[src/rtl/mult_lut_arbiter.sv]
// mult_lut_arbiter
//   Round-robin arbiter that shares one MultiplierLUT (2-bit x 2-bit unsigned)
//   among NREQ requesters. One request is granted per cycle. Its product is
//   captured with the winner's ID in a single-entry output register that is
//   drained over a valid/ready handshake.
//
// Parameters
//   NREQ  number of requesters (2..8)
//   IDW   requester ID width, clog2(NREQ)
//
// Ports
//   clk, rst     clock, synchronous active-high reset
//   req_valid    per-requester request valid
//   req_a/req_b  packed operands, requester i on bits [2i+1:2i]
//   req_ready    per-requester accept (one-hot or zero)
//   resp_valid   output register holds a result
//   resp_ready   consumer takes the result
//   resp_z       registered product
//   resp_id      requester that produced resp_z
//   gnt_cnt      per-requester saturating 8-bit grant counters
//                (present only when MULT_ARB_GNT_CNT_EN is defined)

module MultiplierLUT (
    input  logic [1:0] a,
    input  logic [1:0] b,
    output logic [3:0] z
);
    always_comb begin
        z = 4'd0;
        case ({a, b})
            4'b00_00: z = 4'd0;
            4'b00_01: z = 4'd0;
            4'b00_10: z = 4'd0;
            4'b00_11: z = 4'd0;
            4'b01_00: z = 4'd0;
            4'b01_01: z = 4'd1;
            4'b01_10: z = 4'd2;
            4'b01_11: z = 4'd3;
            4'b10_00: z = 4'd0;
            4'b10_01: z = 4'd2;
            4'b10_10: z = 4'd4;
            4'b10_11: z = 4'd6;
            4'b11_00: z = 4'd0;
            4'b11_01: z = 4'd3;
            4'b11_10: z = 4'd6;
            4'b11_11: z = 4'd9;
            default:  z = 4'd0;
        endcase
    end
endmodule

module mult_lut_arbiter #(
    parameter int NREQ = 4,
    parameter int IDW  = 2
) (
    input  logic              clk,
    input  logic              rst,
    input  logic [NREQ-1:0]   req_valid,
    input  logic [2*NREQ-1:0] req_a,
    input  logic [2*NREQ-1:0] req_b,
    output logic [NREQ-1:0]   req_ready,
    output logic              resp_valid,
    input  logic              resp_ready,
    output logic [3:0]        resp_z,
    output logic [IDW-1:0]    resp_id
`ifdef MULT_ARB_GNT_CNT_EN
    ,
    output logic [8*NREQ-1:0] gnt_cnt
`endif
);

    function automatic logic [7:0] sat_inc8(input logic [7:0] v);
        return (v == 8'hFF) ? v : v + 8'd1;
    endfunction

    logic [IDW-1:0]  ptr;
    logic [NREQ-1:0] rot_p0;
    logic [IDW-1:0]  off_p0;
    logic [IDW:0]    sum_p0;
    logic [IDW-1:0]  win_p0;
    logic            found_p0;
    logic            slot_free;
    logic            accept_p0;
    logic [1:0]      mul_a_p0;
    logic [1:0]      mul_b_p0;
    logic [3:0]      mul_z_p0;
    logic            vld_p1;
    logic [3:0]      z_p1;
    logic [IDW-1:0]  id_p1;

    // ---- stage p0: arbitration, operand mux, shared multiplier ----
    // Rotating the valid vector so bit 0 is requester ptr turns the
    // wrap-around search into a plain lowest-set-bit priority pick; a valid
    // bit only influences requesters later in the search order.
    always_comb begin
        rot_p0   = NREQ'({req_valid, req_valid} >> ptr);
        found_p0 = 1'b0;
        off_p0   = '0;
        for (int k = 0; k < NREQ; k++) begin
            if (!found_p0 && rot_p0[k]) begin
                found_p0 = 1'b1;
                off_p0   = IDW'(k);
            end
        end
        sum_p0 = {1'b0, ptr} + {1'b0, off_p0};
        win_p0 = (sum_p0 >= (IDW+1)'(NREQ)) ? IDW'(sum_p0 - (IDW+1)'(NREQ))
                                             : IDW'(sum_p0);
    end

    assign slot_free = !vld_p1 || resp_ready;
    assign accept_p0 = found_p0 && slot_free && !rst;

    always_comb begin
        req_ready = '0;
        mul_a_p0  = 2'd0;
        mul_b_p0  = 2'd0;
        for (int i = 0; i < NREQ; i++) begin
            if (win_p0 == IDW'(i)) begin
                req_ready[i] = accept_p0;
                mul_a_p0     = req_a[2*i +: 2];
                mul_b_p0     = req_b[2*i +: 2];
            end
        end
    end

    MultiplierLUT u_mult (
        .a (mul_a_p0),
        .b (mul_b_p0),
        .z (mul_z_p0)
    );

    // ---- stage p1: single-entry output register and priority pointer ----
    // A blocked output leaves ptr alone so backpressure never rotates priority.
    always_ff @(posedge clk) begin
        if (rst) begin
            vld_p1 <= 1'b0;
            z_p1   <= '0;
            id_p1  <= '0;
            ptr    <= '0;
        end else if (accept_p0) begin
            vld_p1 <= 1'b1;
            z_p1   <= mul_z_p0;
            id_p1  <= win_p0;
            ptr    <= (win_p0 == IDW'(NREQ-1)) ? '0 : win_p0 + 1'b1;
        end else if (resp_ready) begin
            vld_p1 <= 1'b0;
        end
    end

    assign resp_valid = vld_p1;
    assign resp_z     = z_p1;
    assign resp_id    = id_p1;

`ifdef MULT_ARB_GNT_CNT_EN
    always_ff @(posedge clk) begin
        if (rst) begin
            gnt_cnt <= '0;
        end else begin
            for (int i = 0; i < NREQ; i++) begin
                if (accept_p0 && win_p0 == IDW'(i)) begin
                    gnt_cnt[8*i +: 8] <= sat_inc8(gnt_cnt[8*i +: 8]);
                end
            end
        end
    end
`endif

endmodule

[config.mk]
export PLATFORM = sky130hd
export DESIGN_NAME = mult_lut_arbiter
export DESIGN_NICKNAME = d
export VERILOG_FILES = /design/src/rtl/mult_lut_arbiter.sv
export SDC_FILE = /design/constraint.sdc
export NUM_CORES = 1
export LEC_CHECK = 0
export BUFFER_PORTS_ARGS = -buffer_cell sky130_fd_sc_hd__buf_2
export CORE_MARGIN = 4
export CORE_UTILIZATION = 54
export CTS_BUF_LIST = sky130_fd_sc_hd__clkbuf_8
export DETAILED_ROUTE_END_ITERATION = 6
export PLACE_DENSITY_LB_ADDON = 0.3
export SKIP_CTS_REPAIR_TIMING = 1
export SYNTH_ARGS = -nofsm -noshare
export SYNTH_HDL_FRONTEND = slang
export SYNTH_SLANG_ARGS = --single-unit
[constraint.sdc]
create_clock -name clk -period 9.8 [get_ports clk]
set_clock_uncertainty 0.2 [all_clocks]
set_input_delay 0.98 -clock clk [delete_from_list [all_inputs] [get_ports clk]]
set_output_delay 0.98 -clock clk [all_outputs]
set_load 0.01 [all_outputs]
==> results, run 1 <==
- The flow ran to the end, and the final reports show no timing, DRC or antenna violations.
- In the synthesized netlist, the cells that appear most often are sky130_fd_sc_hd__nand2_1 (14), sky130_fd_sc_hd__nor2_1 (12), sky130_fd_sc_hd__dfxtp_1 (9).
- The core region is 1540 um2.
- Summing all flip-flop and latch instances after layout gives 180 um2.
- The worst-path cell with the longest stage delay is sky130_fd_sc_hd__xor2_1.
- The static power due to leakage is 0.495 nW.
- Each instance of the synthesized netlist takes up on average 7.97 um2.
- The later pin in the worst-skew pair is clocked with a latency of 0.24 ns.
- Measured along the y axis, the die boundary spans 48.6 um.
- The critical path's largest stage delay is 0.38 ns.
- The weighted congestion at the end of routability-driven global placement is 0.802.
- The H-tree level count is 1.
- The pin count of the biggest net entering global routing is 13.
- Power spread over the standard cell area amounts to 431 nW/um2.
- OpenSTA, run right after detailed placement, puts the worst setup slack at 5.01 ns.
- The worst path buffer plus inverter count is 3.
- VDD sags by at most 0.000244 V.
- The placed instances occupy a cell area of 1030 um2.
- The worst reg2reg path depth is 15.
- The total wire length after detailed routing is 2.23 mm.
- The synthesized design spends more area on one cell type than any other, namely sky130_fd_sc_hd__dfxtp_1.
- 0 antenna diodes ended up in the layout.
- The number of nets in the layout is 172.
- Headroom to the max-slew limit came out at 0.463.
- The global-route total usage across every layer is 0.201.
- The minimum setup slack in the final design is 5.17 ns.
- The number of distinct library cells after synthesis is 41.
- In the final layout, the share of cells above drive strength 1 is 0.324.
- The count of buffers added on input and output ports is 33.
- The number of antenna violations at the first check in global routing is 0.
- The endpoint arrival time on the critical path is 3.45 ns.
- The finished cells cover 1070 um2.
- Setup repair after global routing left no endpoint under its margin.
- The synthesis-to-layout area growth is 20.1%.
- At the pin with the least slew margin, the transition time is 0.803 ns.
- The worst register-to-register path ends at resp_z[1].
- Of the available clock period, the critical path in the final layout requires 0.472.
- The maximum clock frequency is 216 MHz.
- The die footprint is 2370 um2.
- The final hold violation count is 0.
- The number of detailed-routing iterations run before antenna repair is 4.
- The die outline width is 48.6 um.
- The root buffer selected by CTS is sky130_fd_sc_hd__clkbuf_8.
- The worst setup path is of the primary input to output port kind.
- The internal reg-to-reg setup slack is 5.61 ns.
- The via count normalized by instance count is 5.94.
- The effective utilization at floorplan is 0.579.
- The clock buffer count from CTS is 3.
- The capture point of the worst path is req_ready[3].
- After synthesis the netlist holds a flip-flop and latch count of 9.
- The commonest register cell after synthesis is sky130_fd_sc_hd__dfxtp_1.
- STA classifies the critical path endpoint as an output port.
- The maximum fanout encountered on the critical timing path is 9.
- The critical path runs through a total of 11 cells.
- The final routed wire length divided by cell count is 14.1 um.
- The largest buffer count on any clock path is 2.
- The async set-reset flop share out of synthesis is 0.
- The number of fill cells in the layout is 136.
- At the worst endpoint, the required time is 8.62 ns.
- The number of global-route vias before repair is 862.
- The number of clock sinks seen by CTS is 9.
- Synthesis handed over a netlist of 112 instances.
- The worst setup path startpoint is req_valid[0].
- The final-layout setup total negative slack is 0 ns.
- The shortest period the worst path allows is 4.63 ns.
- The leading cell type by number of instances after synthesis is sky130_fd_sc_hd__nand2_1.
- Pin placement for this block handled 34 I/O pins.
- The total via count in the routed design is 939.
- After clock tree synthesis, the clock-pin slew on the worst setup and hold paths is 0.04 ns.
- For this block, the initial DRC count from the detailed router was 22.
- The worst register-to-register path begins at ptr[0].
- The path class of the tightest hold or removal check is flip-flop to flip-flop.
- The first-pass GRT wire length is 3.80 mm.
- The total congestion overflow after global routing is 0.
- The startpoint kind of the worst setup timing path is a primary input.
- The number of endpoints failing setup at the final stage is 0.
- When the netlist entered floorplanning its net count stood at 141.
- The category of cells accounting for the largest share of critical-path delay is compound AO/OA/AOI/OAI gates.
- Yosys printed 0 warnings.
- Once detail routing completed, the nets flagged for antenna violations numbered 0.
- In the routed design, unresolved DRC markers number 0.
- The post-detailed-placement half-perimeter wirelength is 1.71 mm.
- For this run, the register share of the synthesized area comes to 0.202.
- In this run, synthesis inferred 0 flip-flops with an integrated enable.
- The placement row count is 14.
- The tool flagged a number of max-cap violations equal to 0.
- Summing every instance area after synthesis gives 892 um2.
- After synthesis, the cell types taking the most area are sky130_fd_sc_hd__dfxtp_1 (20%), sky130_fd_sc_hd__ha_1 (8.4%), sky130_fd_sc_hd__nand2_1 (5.9%), sky130_fd_sc_hd__nor2_1 (5.0%), sky130_fd_sc_hd__nor3_1 (4.5%).
- The multi-input gate area in the final layout is 642 um2.
- The signal on the critical path passes through buf_2, nor2_1, a221o_1, a221o_1, ha_1, xor2_1, xnor2_1, ha_1, inv_2, nor3_1, buf_2.
- The max-slew violation total from the final report was 0.
- The share of synthesized area in the top cell type comes to 0.202.
- The clock tree from TritonCTS is built.
[registers in the layout, summed over array words and instances, names as in the netlist]
signal      count
resp_z          4
ptr             2
resp_id         2
resp_valid      1
[cells by family (layout without fill, tap and decap cells)]
family,count (synthesis),in the layout,synth area share
buf+inv,12,42,0.0785
simple gates,50,50,0.282
flops,9,9,0.202
fa+ha+maj,6,6,0.0841
compound gates,32,32,0.324
xor+xnor,3,3,0.0295
[worst reg2reg max path, cell delays in order (launching register included)]
cell	delay [ns]
sky130_fd_sc_hd__dfxtp_1	0.50
sky130_fd_sc_hd__nor2_1	0.09
sky130_fd_sc_hd__a221o_1	0.34
sky130_fd_sc_hd__a221o_1	0.32
sky130_fd_sc_hd__ha_1	0.19
sky130_fd_sc_hd__xor2_1	0.38
sky130_fd_sc_hd__xnor2_1	0.21
sky130_fd_sc_hd__ha_1	0.33
sky130_fd_sc_hd__nand2b_4	0.21
sky130_fd_sc_hd__o22ai_1	0.10
sky130_fd_sc_hd__a31oi_2	0.31
sky130_fd_sc_hd__ha_1	0.30
sky130_fd_sc_hd__inv_1	0.06
sky130_fd_sc_hd__a311oi_1	0.04
sky130_fd_sc_hd__a2111oi_2	0.38
sky130_fd_sc_hd__nor3_1	0.09
[area by class of cell]
type / count / area share
timing repair buffer: 33 / 0.154
multi-input combinational: 91 / 0.599
clock inverter: 1 / 0.00350
inverter: 5 / 0.0175
sequential: 9 / 0.168
clock buffer: 3 / 0.0386
tap: 16 / 0.0187
[cells in the final DEF, fill, tap and decap left out, drive strengths merged, types with 4 or more instances in the layout]
cell type | netlist | layout
a21oi | 7 | 7
a31oi | 4 | 4
buf | 7 | 33
dfxtp | 9 | 9
ha | 6 | 6
inv | 5 | 6
nand2 | 14 | 14
nor2 | 14 | 14
nor3 | 8 | 8
[power by group]
| group | total [mW] | internal [mW] | switching [mW] |
|---|---|---|---|
| registers | 0.0595 | 0.0482 | 0.0113 |
| clock network | 0.0440 | 0.0274 | 0.0165 |
| logic | 0.358 | 0.149 | 0.209 |
[layer usage]
layer | vias up | wire length (um) | global-route usage
met3 | 9 | 136 | 0.0583
li1 | 471 | - | -
met2 | 31 | 1000 | 0.285
met5 | - | 0 | 0
met1 | 428 | 1010 | 0.264
met4 | 0 | 80 | 0.121
[metrics by stage]
stage                     total power, mW  cells  hold slack, ns   util
after global routing                0.497    158           0.270  0.695
after global placement              0.398    154           0.236  0.666
final                               0.462    158           0.245  0.695
after floorplan                     0.341    112           0.276      -
after detailed placement            0.413    154           0.243  0.666
after CTS                           0.458    158           0.249  0.695
[worst min path at each step]
stage                          from         to  slack [ns]  depth (start not counted)
after floorplan           resp_z[3]  resp_z[3]        0.28                          2
after global placement    resp_z[3]  resp_z[3]        0.24                          2
after detailed placement  resp_z[3]  resp_z[3]        0.24                          2
after CTS                 resp_z[3]  resp_z[3]        0.25                          2
after global routing      resp_z[3]  resp_z[3]        0.27                          2
final                     resp_z[3]  resp_z[3]        0.25                          2
Note: power is estimated with default switching activity, not from simulation.
==> run 2: changes to the inputs <==
ABC_AREA = 1   (was default)
CORE_UTILIZATION = 48   (was 54)
clock period = 4.49 ns   (was 9.8 ns; I/O delays follow)
==> run 2 against run 1 <==
Global-route usage shrank 3.1 points. Non-clock buffer count unchanged. Highest routed layer unchanged. Sequential share of layout area is 1.1 points higher. Wire length decreased by 11%. Area after synthesis shrank 11%. Synthesized cell count is 18% higher. Utilization decreased by 4.4 points. Sequential cell count did not move.
==> results, run 2 <==
- STA classifies the critical path startpoint as a flip-flop.
- For this block, wires on met1 add up to 799 um.
- The first global-routing pass estimated 3.33 mm of wire.
- The maximum clock frequency is 281 MHz.
- The placement row count is 14.
- The total congestion overflow after global routing is 0.
- On the final layout, the worst hold slack is 0.239 ns.
- The synthesized netlist contains 22 unique library cells.
- Setup total negative slack on the finished layout was measured at 0 ns.
- After clock tree synthesis, the clock-pin slew on the worst setup and hold paths is 0.05 ns.
- The number of DRC violations after detailed-routing iteration 0 is 20.
- The number of global-route vias before repair was 876.
- In this run the cell area measured after placement is 958 um2.
- The commonest register cell after synthesis is sky130_fd_sc_hd__dfxtp_1.
- The total wire length after detailed routing is 1.99 mm.
- The slew at the pin closest to its max-slew limit is 0.587 ns.
- The most common cell in the synthesized netlist is sky130_fd_sc_hd__nand2_1.
- The critical setup path kind is flip-flop to flip-flop.
- The net count of the finished layout is 196.
- The H-tree level count is 1.
- From left edge to right edge, the die measures 48.7 um.
- After synthesis the netlist holds a flip-flop and latch count of 9.
- The remaining design rule violation count is 0.
- The final hold violation count came to 0.
- The final routed wire length divided by cell count is 10.9 um.
- The weighted congestion at the end of routability-driven global placement is 0.765.
- For this run, the detailed router's first-pass iteration total came to 5.
- The fraction of the yosys area taken by sequential cells is 0.227.
- Dividing the synthesized area by the synthesized cell count gives 6.01 um2.
- The max-cap violation count is 0.
- The number of port buffers is 33.
- The fraction of layout instances using a drive strength above 1 is 0.277.
- The global-route total usage across every layer is 0.170.
- The min-delay analysis places its worst path in the category primary input to flip-flop.
- STA classifies the critical path endpoint as a flip-flop.
- Setup repair after global routing left no endpoint under its margin.
- The top-level I/O count is 34.
- The max-slew violation total from the final report was 0.
- By count the netlist is led by sky130_fd_sc_hd__nand2_1 (37), sky130_fd_sc_hd__nor2_1 (20), sky130_fd_sc_hd__nand3_1 (19).
- In the routed layout, each cell is associated on average with a via count of 5.12.
- The count of yosys warnings during synthesis is 0.
- The leading area contributor after synthesis is sky130_fd_sc_hd__dfxtp_1.
- The headroom to the max-slew limit is 0.609.
- The number of clock buffers added by TritonCTS is 3.
- Setup violations remaining at the end of the flow were counted as 0.
- The run finished with clean final reports.
- In this run the worst path has a maximum fanout of 7.
- In this run the remaining antenna-violating nets after routing total 0.
- The leading cell type in the layout, fill and taps excluded is sky130_fd_sc_hd__nand2_1.
- The area share of the leading cell type in the synthesized netlist is 0.227.
- For the worst setup path, the data arrival time is 3.49 ns.
- The filler cells instantiated in the layout total 145.
- The total via count in the routed design is 932.
- Wire segments on met3 add up to 83 um in the final route.
- For the worst-skew pair, the clock arrives at the later sink with an insertion delay of 0.23 ns.
- Dividing the final minimum period by the clock period gives 0.793.
- TritonCTS built the clock tree.
- The cell count after synthesis came out at 132.
- The synthesized design contains 0 enable-type register cells.
- The met2 layer wire length in the routed design is 1.07 mm.
- The number of antenna violations at the first check in global routing came to 0.
- The post-detailed-placement half-perimeter wirelength is 1.62 mm.
- The flip-flop count of the largest register after layout is 4.
- The shortest period the worst path allows is 3.56 ns.
- The repair_antennas step left the layout with diodes totalling 0.
- The cell sitting at the root of the clock tree is a sky130_fd_sc_hd__clkbuf_8.
- Relative to the synthesized area, the layout overhead comes to 26.5%.
- The post-route standard cell area excluding fillers is 1000 um2.
- Entering global routing, the biggest net connects 13 pins.
- The cell area after synthesis is 793 um2.
- In the layout the commonest cells are sky130_fd_sc_hd__nand2_1 (37), sky130_fd_sc_hd__buf_2 (33), sky130_fd_sc_hd__nor2_1 (20).
- The critical path data required time is 4.41 ns.
- After floorplanning, the core was sized to cover 1540 um2.
- The largest buffer count on any clock path is 2.
- The number of clock sinks seen by CTS is 9.
- The die covers 2370 um2.
- The floorplan die height is 48.7 um.
- The highest routed metal layer is met4.
- The async set-reset flop share out of synthesis is 0.
- The number of nets in the synthesized netlist is 161.
- In the post-synthesis netlist, the biggest area contributors are sky130_fd_sc_hd__dfxtp_1 (23%), sky130_fd_sc_hd__nand2_1 (18%), sky130_fd_sc_hd__nand3_1 (12%), sky130_fd_sc_hd__ha_1 (9.5%), sky130_fd_sc_hd__nor2_1 (9.5%).
- The initial utilization of the core area, before any placement, comes to 0.515.
==> run 2: cell type report <==
type,count,area (um2),area share
Clock buffer,3,41.3,0.0411
Clock inverter,1,3.75,0.00374
Inverter,14,52.6,0.0524
Multi-Input combinational cell,106,541,0.539
Sequential cell,9,180,0.180
Tap cell,16,20.0,0.0200
Timing Repair Buffer,33,165,0.165
==> run 2: per-stage QoR <==
step / instances / utilization / worst slack (ns)
after floorplan: 132 / - / 1.40
after global placement: 178 / 0.622 / 1.07
after detailed placement: 178 / 0.622 / 0.913
after CTS: 182 / 0.651 / 0.936
after global routing: 182 / 0.651 / 0.628
final: 182 / 0.651 / 0.929
==> run 2: kinds of logic after synthesis <==
kind of cell	after synthesis	synth area share
and+or+nand+nor	82	0.443
buffers and inverters	17	0.0915
AOI/OAI and AO/OA	16	0.121
DFF	9	0.227
adders and majority gates	6	0.0946
xor gates and xnor gates	2	0.0221
==> run 2: worst max-delay path, stage by stage (launching register included) <==
cell	delay [ns]
sky130_fd_sc_hd__dfxtp_1	0.46
sky130_fd_sc_hd__inv_2	0.08
sky130_fd_sc_hd__nand2_1	0.09
sky130_fd_sc_hd__nand3_1	0.06
sky130_fd_sc_hd__nand2_1	0.12
sky130_fd_sc_hd__nand3_1	0.07
sky130_fd_sc_hd__a21boi_0	0.18
sky130_fd_sc_hd__ha_1	0.19
sky130_fd_sc_hd__xnor2_1	0.13
sky130_fd_sc_hd__xor2_1	0.33
sky130_fd_sc_hd__inv_1	0.13
sky130_fd_sc_hd__ha_1	0.26
sky130_fd_sc_hd__inv_1	0.15
sky130_fd_sc_hd__nand3_1	0.09
sky130_fd_sc_hd__a21o_1	0.18
sky130_fd_sc_hd__nand2_1	0.12
sky130_fd_sc_hd__ha_1	0.25
sky130_fd_sc_hd__inv_1	0.05
sky130_fd_sc_hd__nand2_1	0.04
sky130_fd_sc_hd__nand2_1	0.06
sky130_fd_sc_hd__nor2_1	0.04
sky130_fd_sc_hd__nor2_1	0.09
sky130_fd_sc_hd__nor2_1	0.04
==> run 2: path summary, 6_finish.rpt <==
path / cells after the start / start / slack, ns / end
max: 22 / ptr[0] / 0.93 / resp_z[1]
min: 2 / rst / 0.24 / ptr[0]
max reg2reg: 22 / ptr[0] / 0.93 / resp_z[1]
min reg2reg: 2 / resp_z[2] / 0.26 / resp_z[2]
==> run 2: layer usage <==
metal / GRT usage / vias up
li1: - / 488
met1: 0.186 / 417
met2: 0.293 / 23
met3: 0.0429 / 4
met4: 0.0942 / 0
met5: 0 / -
Power of run 2 is not shown: default switching activity piles up to over one toggle a cycle in this logic, so the estimate is an artifact.
==> run 3: changes to the inputs <==
CORE_UTILIZATION = 44   (was 48)
clock period = 2.9 ns   (was 4.49 ns; I/O delays follow)
==> run 3 against run 2 <==
The run now ends with negative setup slack left. Worst hold slack got worse by 0.17 ns. Highest routed layer unchanged. Cell area is 29% higher. Clock-buffer cell count is the same.
==> results, run 3 (same netlist as run 2, synthesis figures left out) <==
- The flow ran to the end, but the final reports show violations.
- The checks that failed: negative setup slack.
- The register with the most flip-flops in the layout has 4 of them.
- In this run, the number of DRC markers left after iteration 0 of detailed routing was 6.
- The placement row count is 15.
- In this run the most critical hold path is launched from rst.
- The number of stages on the worst hold path is 2.
- The number of fill cells in the layout is 147.
- Across all setup checks in the final design, the least slack found is -0.0284 ns.
- Dividing the detail-routed wire length by the instance count gives 10.8 um.
- The via count normalized by instance count is 4.78.
- The net count of the finished layout is 214.
- The die is 50.5 um wide.
- The clock buffer count from CTS is 3.
- Across all register-to-register paths, the minimum setup slack is -0.03 ns.
- The number of antenna-violating nets in the routed design is 0.
- The slew at the pin closest to its max-slew limit is 0.556 ns.
- The number of antenna violations at the first check in global routing is 0.
- For this run, the detailed router's first-pass iteration total came to 4.
- Leaving out fill and tap cells, the most frequent cell in the layout is sky130_fd_sc_hd__buf_2.
- At the end of the flow the core is filled with cells to 0.750.
- Of the available clock period, the critical path in the final layout requires 1.01.
- The worst reg2reg path depth is 20.
- In the final layout, the share of cells above drive strength 1 is 0.522.
- The total via count in the routed design is 999.
- Adding up every negative setup slack in the final design gives -0.0284 ns.
- Clock-pin slew was measured on the worst setup and hold paths at 0.04 ns.
- The final layout contains routed wiring with a total length of 2.27 mm.
- The core region is 1730 um2.
- The floorplan die height is 50.5 um.
- The H-tree level count is 1.
- Across the run, the number of max-cap violations was 0.
- STA classifies the critical path endpoint as a flip-flop.
- The critical path starts at ptr[0].
- The critical setup path kind is flip-flop to flip-flop.
- The die footprint is 2550 um2.
- Setup repair after global routing could not meet its margin everywhere.
- 0 antenna diodes ended up in the layout.
- Pin placement for this block handled 34 I/O pins.
- Based on the critical path, the design can be clocked at up to 341 MHz.
- Clock latency on the worst-skew pair, taken at its later pin, is 0.22 ns.
- For the worst setup path, the data required time is 2.82 ns.
- The largest buffer count on any clock path is 2.
- The shortest period the worst path allows is 2.93 ns.
- The startpoint identified for the worst register-to-register timing path is ptr[0].
- The number of global-route vias before repair was 869.
- The path type of the worst min-delay path is primary input to flip-flop.
- Clock tree synthesis selected as its root buffer the cell sky130_fd_sc_hd__clkbuf_8.
- At the worst endpoint, the arrival time is 2.85 ns.
- Once detailed placement completed, the half-perimeter wirelength came to 1.75 mm.
- Across every metal layer, demand over resource in global routing totals 0.165.
- The pin count of the biggest net entering global routing is 13.
- The first global-routing pass estimated 3.31 mm of wire.
- In the layout the commonest cells are sky130_fd_sc_hd__buf_2 (33), sky130_fd_sc_hd__nand2_1 (28), sky130_fd_sc_hd__nor2_1 (20).
- STA classifies the critical path startpoint as a flip-flop.
- The number of port buffers is 33.
- In the final layout, the multi-input gates occupy 673 um2.
- Headroom to the max-slew limit came out at 0.629.
- The total congestion overflow after global routing is 0.
- At the end of routability-driven placement, the weighted congestion stood at 0.838.
- The final hold violation count is 0.
- The max-slew violation total from the final report is 0.
- For this run, design rule violations remaining after detail routing come to 0.
- Setup violations remaining at the end of the flow were counted as 1.
- The effective utilization at floorplan is 0.459.
- In this run the worst path has a maximum fanout of 6.
- TritonCTS built the clock tree.
- The synthesis-to-layout area growth is 63.2%.
- Registers take 185 um2.
- The number of clock sinks seen by CTS is 9.
[run 3: cell count changes in the layout (fill, tap and decap cells not counted), sizes merged]
cell  delta
buf     +18
[run 3: cell type report]
cell class,instances,area share
Timing Repair Buffer,51,0.232
Multi-Input combinational cell,106,0.520
Clock buffer,3,0.0319
Inverter,14,0.0464
Tap cell,25,0.0242
Clock inverter,1,0.00290
Sequential cell,9,0.143
[run 3: per-layer routing]
metal | vias to the layer above | part of all wire | track usage | wire length (um)
li1 | 526 | - | - | -
met1 | 458 | 0.40 | 0.191 | 915
met2 | 13 | 0.56 | 0.309 | 1280
met3 | 2 | 0.028 | 0.0208 | 63
met4 | 0 | 0.0040 | 0.0538 | 9
met5 | - | 0 | 0 | 0
[run 3: worst paths after layout]
| kind | end |
|---|---|
| max | resp_z[1] |
| min reg2reg | resp_z[2] |
| min | ptr[0] |
| max reg2reg | resp_z[1] |
[run 3: per-stage QoR]
step	cells	hold WS [ns]	setup slack, ns	instance area [um2]
after floorplan	132	0.152	0.00432	833
after global placement	204	0.253	-0.103	1130
after detailed placement	204	0.256	-0.177	1130
after CTS	208	0.0642	-0.186	1180
after global routing	209	0.0751	-0.252	1290
final	209	0.0675	-0.0284	1290
[run 3: worst max-delay path, stage by stage (launching register included)]
cell,delay (ns)
sky130_fd_sc_hd__dfxtp_4,0.39
sky130_fd_sc_hd__nand2_1,0.09
sky130_fd_sc_hd__nand3_1,0.10
sky130_fd_sc_hd__nand2_2,0.06
sky130_fd_sc_hd__a21boi_2,0.15
sky130_fd_sc_hd__ha_2,0.18
sky130_fd_sc_hd__xnor2_2,0.20
sky130_fd_sc_hd__xor2_2,0.22
sky130_fd_sc_hd__inv_2,0.08
sky130_fd_sc_hd__ha_4,0.18
sky130_fd_sc_hd__inv_4,0.06
sky130_fd_sc_hd__nand3_1,0.07
sky130_fd_sc_hd__a21o_1,0.18
sky130_fd_sc_hd__nand2_2,0.09
sky130_fd_sc_hd__ha_4,0.20
sky130_fd_sc_hd__inv_2,0.04
sky130_fd_sc_hd__nand2_1,0.04
sky130_fd_sc_hd__nand2_1,0.06
sky130_fd_sc_hd__nor2_1,0.03
sky130_fd_sc_hd__nor2_1,0.11
sky130_fd_sc_hd__nor2_1,0.06
Power of run 3 is left out for the same reason.
